<file path="src/rtl/operand_fetch.sv">
// operand_fetch: decode/operand-fetch stage of the RV32 core.
// Pulls rs1/rs2/rd out of the incoming instruction and drives the regfile read ports.
// Resolves each operand with EX and WB forwarding. Stalls one cycle on a load-use
// hazard. Registers the result into a valid/ready pipeline register for execute.
//
// Ports:
//   clk, rst_n             clock, asynchronous active-low reset
//   in_valid/in_ready      handshake with fetch
//   in_pc, in_instr        incoming PC and instruction
//   ra1, ra2 / rd1, rd2    regfile read addresses (comb) and read data (pre-write)
//   ex_we/ex_is_load/ex_wa/ex_wd   producer currently in EX
//   wb_we/wb_wa/wb_wd      regfile write port this cycle
//   flush                  kill the instruction in this stage
//   out_valid/out_ready    handshake with execute
//   out_pc/out_instr/out_op1/out_op2/out_rd   registered payload
module operand_fetch #(
  parameter int unsigned DATA_WIDTH = 32,
  parameter int unsigned ADDR_WIDTH = 5
) (
  input  logic                  clk,
  input  logic                  rst_n,
  input  logic                  in_valid,
  output logic                  in_ready,
  input  logic [DATA_WIDTH-1:0] in_pc,
  input  logic [DATA_WIDTH-1:0] in_instr,
  output logic [ADDR_WIDTH-1:0] ra1,
  output logic [ADDR_WIDTH-1:0] ra2,
  input  logic [DATA_WIDTH-1:0] rd1,
  input  logic [DATA_WIDTH-1:0] rd2,
  input  logic                  ex_we,
  input  logic                  ex_is_load,
  input  logic [ADDR_WIDTH-1:0] ex_wa,
  input  logic [DATA_WIDTH-1:0] ex_wd,
  input  logic                  wb_we,
  input  logic [ADDR_WIDTH-1:0] wb_wa,
  input  logic [DATA_WIDTH-1:0] wb_wd,
  input  logic                  flush,
  output logic                  out_valid,
  input  logic                  out_ready,
  output logic [DATA_WIDTH-1:0] out_pc,
  output logic [DATA_WIDTH-1:0] out_instr,
  output logic [DATA_WIDTH-1:0] out_op1,
  output logic [DATA_WIDTH-1:0] out_op2,
  output logic [ADDR_WIDTH-1:0] out_rd
);

  localparam logic [6:0] OpLui    = 7'b0110111;
  localparam logic [6:0] OpAuipc  = 7'b0010111;
  localparam logic [6:0] OpJal    = 7'b1101111;
  localparam logic [6:0] OpReg    = 7'b0110011;
  localparam logic [6:0] OpStore  = 7'b0100011;
  localparam logic [6:0] OpBranch = 7'b1100011;

  logic [6:0]            opcode;
  logic [ADDR_WIDTH-1:0] rs1, rs2, rd;
  logic                  uses_rs1, uses_rs2;
  logic                  stall;
  logic [DATA_WIDTH-1:0] op1, op2;

  logic                  valid_q;
  logic [DATA_WIDTH-1:0] pc_q, instr_q, op1_q, op2_q;
  logic [ADDR_WIDTH-1:0] rd_q;

  assign opcode = in_instr[6:0];
  assign rs1    = ADDR_WIDTH'(in_instr[19:15]);
  assign rs2    = ADDR_WIDTH'(in_instr[24:20]);
  assign ra1    = rs1;
  assign ra2    = rs2;

  always_comb begin
    uses_rs1 = 1'b1;
    uses_rs2 = 1'b0;
    rd       = ADDR_WIDTH'(in_instr[11:7]);
    case (opcode)
      OpLui, OpAuipc, OpJal: uses_rs1 = 1'b0;
      OpReg:                 uses_rs2 = 1'b1;
      OpStore, OpBranch: begin
        uses_rs2 = 1'b1;
        rd       = '0;
      end
      default: ;
    endcase
  end

  // Loads in EX cannot forward: their data only exists once they reach WB.
  function automatic logic [DATA_WIDTH-1:0] resolve(
    input logic [ADDR_WIDTH-1:0] src,
    input logic [DATA_WIDTH-1:0] rf_data,
    input logic                  e_we,
    input logic                  e_load,
    input logic [ADDR_WIDTH-1:0] e_wa,
    input logic [DATA_WIDTH-1:0] e_wd,
    input logic                  w_we,
    input logic [ADDR_WIDTH-1:0] w_wa,
    input logic [DATA_WIDTH-1:0] w_wd
  );
    if (src == '0)                          return '0;
    else if (e_we && e_wa == src && !e_load) return e_wd;
    else if (w_we && w_wa == src)            return w_wd;  // regfile still returns old value
    else                                     return rf_data;
  endfunction

  assign op1 = resolve(rs1, rd1, ex_we, ex_is_load, ex_wa, ex_wd, wb_we, wb_wa, wb_wd);
  assign op2 = resolve(rs2, rd2, ex_we, ex_is_load, ex_wa, ex_wd, wb_we, wb_wa, wb_wd);

  assign stall = in_valid && ex_we && ex_is_load && (ex_wa != '0) &&
                 ((uses_rs1 && ex_wa == rs1) || (uses_rs2 && ex_wa == rs2));

  assign in_ready = !stall && (!valid_q || out_ready);

  always_ff @(posedge clk or negedge rst_n) begin
    if (!rst_n) begin
      valid_q <= 1'b0;
      pc_q    <= '0;
      instr_q <= '0;
      op1_q   <= '0;
      op2_q   <= '0;
      rd_q    <= '0;
    end else if (flush) begin
      valid_q <= 1'b0;
    end else if (in_valid && in_ready) begin
      valid_q <= 1'b1;
      pc_q    <= in_pc;
      instr_q <= in_instr;
      op1_q   <= op1;
      op2_q   <= op2;
      rd_q    <= rd;
    end else if (out_ready) begin
      // Consumed with nothing new (stall bubble or idle fetch).
      valid_q <= 1'b0;
    end
  end

  assign out_valid = valid_q;
  assign out_pc    = pc_q;
  assign out_instr = instr_q;
  assign out_op1   = op1_q;
  assign out_op2   = op2_q;
  assign out_rd    = rd_q;

endmodule

</file>
<file path="config.mk">
export PLATFORM = sky130hd
export DESIGN_NAME = operand_fetch
export DESIGN_NICKNAME = d
export VERILOG_FILES = /design/src/rtl/operand_fetch.sv
export SDC_FILE = /design/constraint.sdc
export NUM_CORES = 1
export LEC_CHECK = 0
export CAP_MARGIN = 5
export CORE_MARGIN = 2
export CORE_UTILIZATION = 35
export DETAILED_ROUTE_END_ITERATION = 10
export PLACE_DENSITY = 0.69
export SLEW_MARGIN = 40
export SYNTH_ARGS = -nofsm -noshare
export SYNTH_HDL_FRONTEND = slang
export SYNTH_SLANG_ARGS = --single-unit
export TNS_END_PERCENT = 10
</file>
<file path="constraint.sdc">
create_clock -name clk -period 2.25 [get_ports clk]
set_input_delay 0.5625 -clock clk [delete_from_list [all_inputs] [get_ports clk]]
set_output_delay 0.5625 -clock clk [all_outputs]
set_load 0.01 [all_outputs]
</file>
==> run_results.csv <==
group,metric,value,unit
finish,stdcell_area,13600,sq um
routing,wl,33.5,mm
sta,finClkSkew,11.4,ps
synthesis,seq_area_frac_synth,43.5,%
place,place_hpwl,23.1,mm
sta,finalCritPeriodShare,110,%
routing,post_drt_via_cell_ratio,5.88,
synthesis,synth_top_family_by_area,"multiplexers",
synthesis,ys_ff_latch,134,
synthesis,syn_avg_cell_area,11.1,sq um
sta,worst_slack,-227,ps
clock_tree,htreeDepth,4,
clock_tree,cts_max_path_buffers,2,
finish,fillers,1742,
synthesis,synth.distinct_cells,38,
run_status,violations,"negative setup slack",
hold_path,hold_path.class,"in2async",
synthesis,synth_xor_area_share,1.93,%
synthesis,muxShareOfSynthArea,19.3,%
finish,multi_input_area,4260,sq um
clock_tree,clock_latency,430,ps
global_route,grt_usage,28.3,%
place,port_buffers,354,
sta,finalSetupViolCount,134,
finish,utilization,62.7,%
sta,hold_viol,0,
sta,worstMarginPinSlew,454,ps
floorplanning,rows,54,
clock_tree,clk_pin_slew_worst_paths,70,ps
synthesis,synth-simple-area-share,13.6,%
synthesis,synth_top_area_share,43.5,%
global_route,antenna_found_initial,0,
critical_path,slowest_stage,"or4_4",
sta,fin_crit,2480,ps
finish,nets,1312,
critical_path,cp_num_buf_inv,2,
run_status,status,"finished with violations",
floorplanning,core-area,21700,sq um
floorplanning,die_w,152,microns
floorplanning,io_pins,355,
routing,firstDrtPassIters,5,
routing,initialDrtViolationCount,553,
place,place_area,12200,sq um
global_route,grt_pass1_wl,51.1,mm
global_route,grt_max_degree,51,
critical_path,worstSetupPathType,"in2out",
clock_tree,cts.sinks,134,
clock_tree,cts_tree,"yes",
synthesis,syn-num-nets,904,
critical_path,path_max_fanout,3,
clock_tree,cts_buffers,17,
global_route,met3_usage,8.65,%
job,cap_violations,0,
routing,drt-wirelength-per-cell,24.0,microns
synthesis,synth_fa_ha_area_share,0,%
critical_path,max_stage_delay,540,ps
routing,drc,0,
power_and_ir_drop,powerDensity,683,nW/um^2
sta,slew_viol_final,0,
synthesis,synthFlopType,"dfrtp_1",
synthesis,synth_area_leader_cell,"dfrtp_1",
routing,num_vias,8205,
synthesis,synthTopCellsByCount,"134 x dfrtp_1, 70 x mux2_1, 69 x clkbuf_1",
finish,seq_area,3350,sq um
finish,layout-drive-gt1-share,27.5,%
sta,slew_headroom,69.8,%
power_and_ir_drop,irDropWorstVdd,0.528,mV
critical_path,cp_data_required_time,1690,ps
floorplanning,fp.dieArea,23200,sq um
floorplanning,start_util,35.5,%
critical_path,startpoint_type,"input port",
global_route,use_met2,46.4,%
global_route,first_global_vias,8371,
place,place.gp.congestion,0.911,
global_route,grt.busiest_layer,"met2",
power_and_ir_drop,leakage,5.42,nW
synthesis,synth_compound_area_share,14.7,%
sta,rsz0062_at_grt,"true",
critical_path,arrival,1910,ps
critical_path,critPathTopFamily,"simple AND/OR/NAND/NOR gates",
synthesis,netlist_top_cells_area,"dfrtp_1 43%, mux2_1 10%, a311oi_1 6.9%",
clock_tree,cts_root_buf,"clkbuf_16",
global_route,gr-usage-met1,35.4,%
global_route,grt_overflow,0,
synthesis,yosysWarnings,0,
finish,area_delta_synth_final,76.3,%
floorplanning,die_y,152,microns
finish,n_antenna_cell,0,
synthesis,synthCells,694,
synthesis,synth_most_common_cell,"dfrtp_1",
synthesis,ys_async_sr_fraction,100,%
routing,postRouteAntennaNets,0,
critical_path,cp-end-kind,"primary output",
synthesis,syn_area,7710,sq um
critical_path,crit_chain,"buf_6 > or4_4 > o2111ai_4 > nor4_4 > nor3_2 > buf_2",
synthesis,synth-edff-count,0,
sta,fmax,0.404,GHz
report_power, final:
| group | internal, W | switching [W] | leakage (nW) |
|---|---|---|---|
| clock | 0.00160 | 0.00130 | 0.295 |
| combinational | 0.00196 | 0.00129 | 3.54 |
| sequential | 0.00286 | 0.000261 | 1.59 |
final timing paths:
path,from,end,slack [ps],cells after the start
setup / recovery,ex_wa[1],in_ready,-230,6
hold / removal,rst_n,out_op2[5]$_DFFE_PN0P_,60,1
setup reg to reg,out_valid$_DFFE_PN0P_,out_pc[17]$_DFFE_PN0P_,370,7
hold reg to reg,out_op2[25]$_DFFE_PN0P_,out_op2[25]$_DFFE_PN0P_,480,1
max in group asynchronous,rst_n,out_op1[21]$_DFFE_PN0P_,1520,2
min in group clk,out_op2[25]$_DFFE_PN0P_,out_op2[25]$_DFFE_PN0P_,480,1
registers in the layout, summed over array words and instances (netlist names):
| name | flops |
|---|---|
| out_op1 | 32 |
| out_pc | 32 |
| out_op2 | 32 |
| out_instr | 32 |
| out_rd | 5 |
| out_valid | 1 |
cell families after synthesis:
logic type / after synthesis
xor+xnor: 17
buf+inv: 95
simple gates: 175
compound gates: 148
flops: 134
mux: 125
cell type report:
type                       count  share of cell area (%)
sequential                   134                    24.7
clock buffer                  17                    3.13
tap                          280                    2.58
clock inverter                15                    1.30
multi-input combinational    465                    31.3
timing repair buffer         484                    37.0
timing repair:
action / CTS / global route
hold buffers: 0 / 0
hold endpoints to repair: 0 / 0
buffers inserted: 22 / 2
setup endpoints to repair: 145 / 134
gates cloned: 6 / 0
gates resized for setup: 116 / 46
pin swaps: 16 / 6
per-layer routing:
layer / share of wire [%] / vias to the layer above / wire length [microns]
met5: 0 / - / 0
met2: 48 / 555 / 15900
li1: - / 3558 / -
met1: 39 / 4003 / 12900
met3: 10 / 89 / 3350
met4: 3.9 / 0 / 1290
cells in the final DEF, fill, tap and decap left out, types with 7 or more instances in the layout:
cell / count
mux2_4: 90
dfrtp_1: 134
dlygate4sd2_1: 21
a311oi_1: 56
clkdlybuf4s50_1: 324
nor4_1: 32
buf_12: 31
nand2_1: 8
xnor2_1: 12
o31ai_1: 38
nand4_1: 66
inv_8: 7
mux2_2: 11
o21ai_0: 37
nor3_1: 32
mux2_1: 24
buf_4: 86
clkbuf_16: 17
per-stage QoR:
stage / cells / worst slack, ps / hold slack [ps] / power, W / setup TNS, ps
after floorplan: 694 / -275 / 267 / 0.00418 / -32740
after global placement: 1335 / -1030 / 466 / 0.00603 / -114540
after detailed placement: 1335 / -1040 / 474 / 0.00607 / -119720
after CTS: 1395 / -258 / 60.4 / 0.00922 / -12810
after global routing: 1395 / -285 / 64.8 / 0.00966 / -29100
final: 1395 / -227 / 57.9 / 0.00928 / -22020
Power figures use the tool's default switching activity.
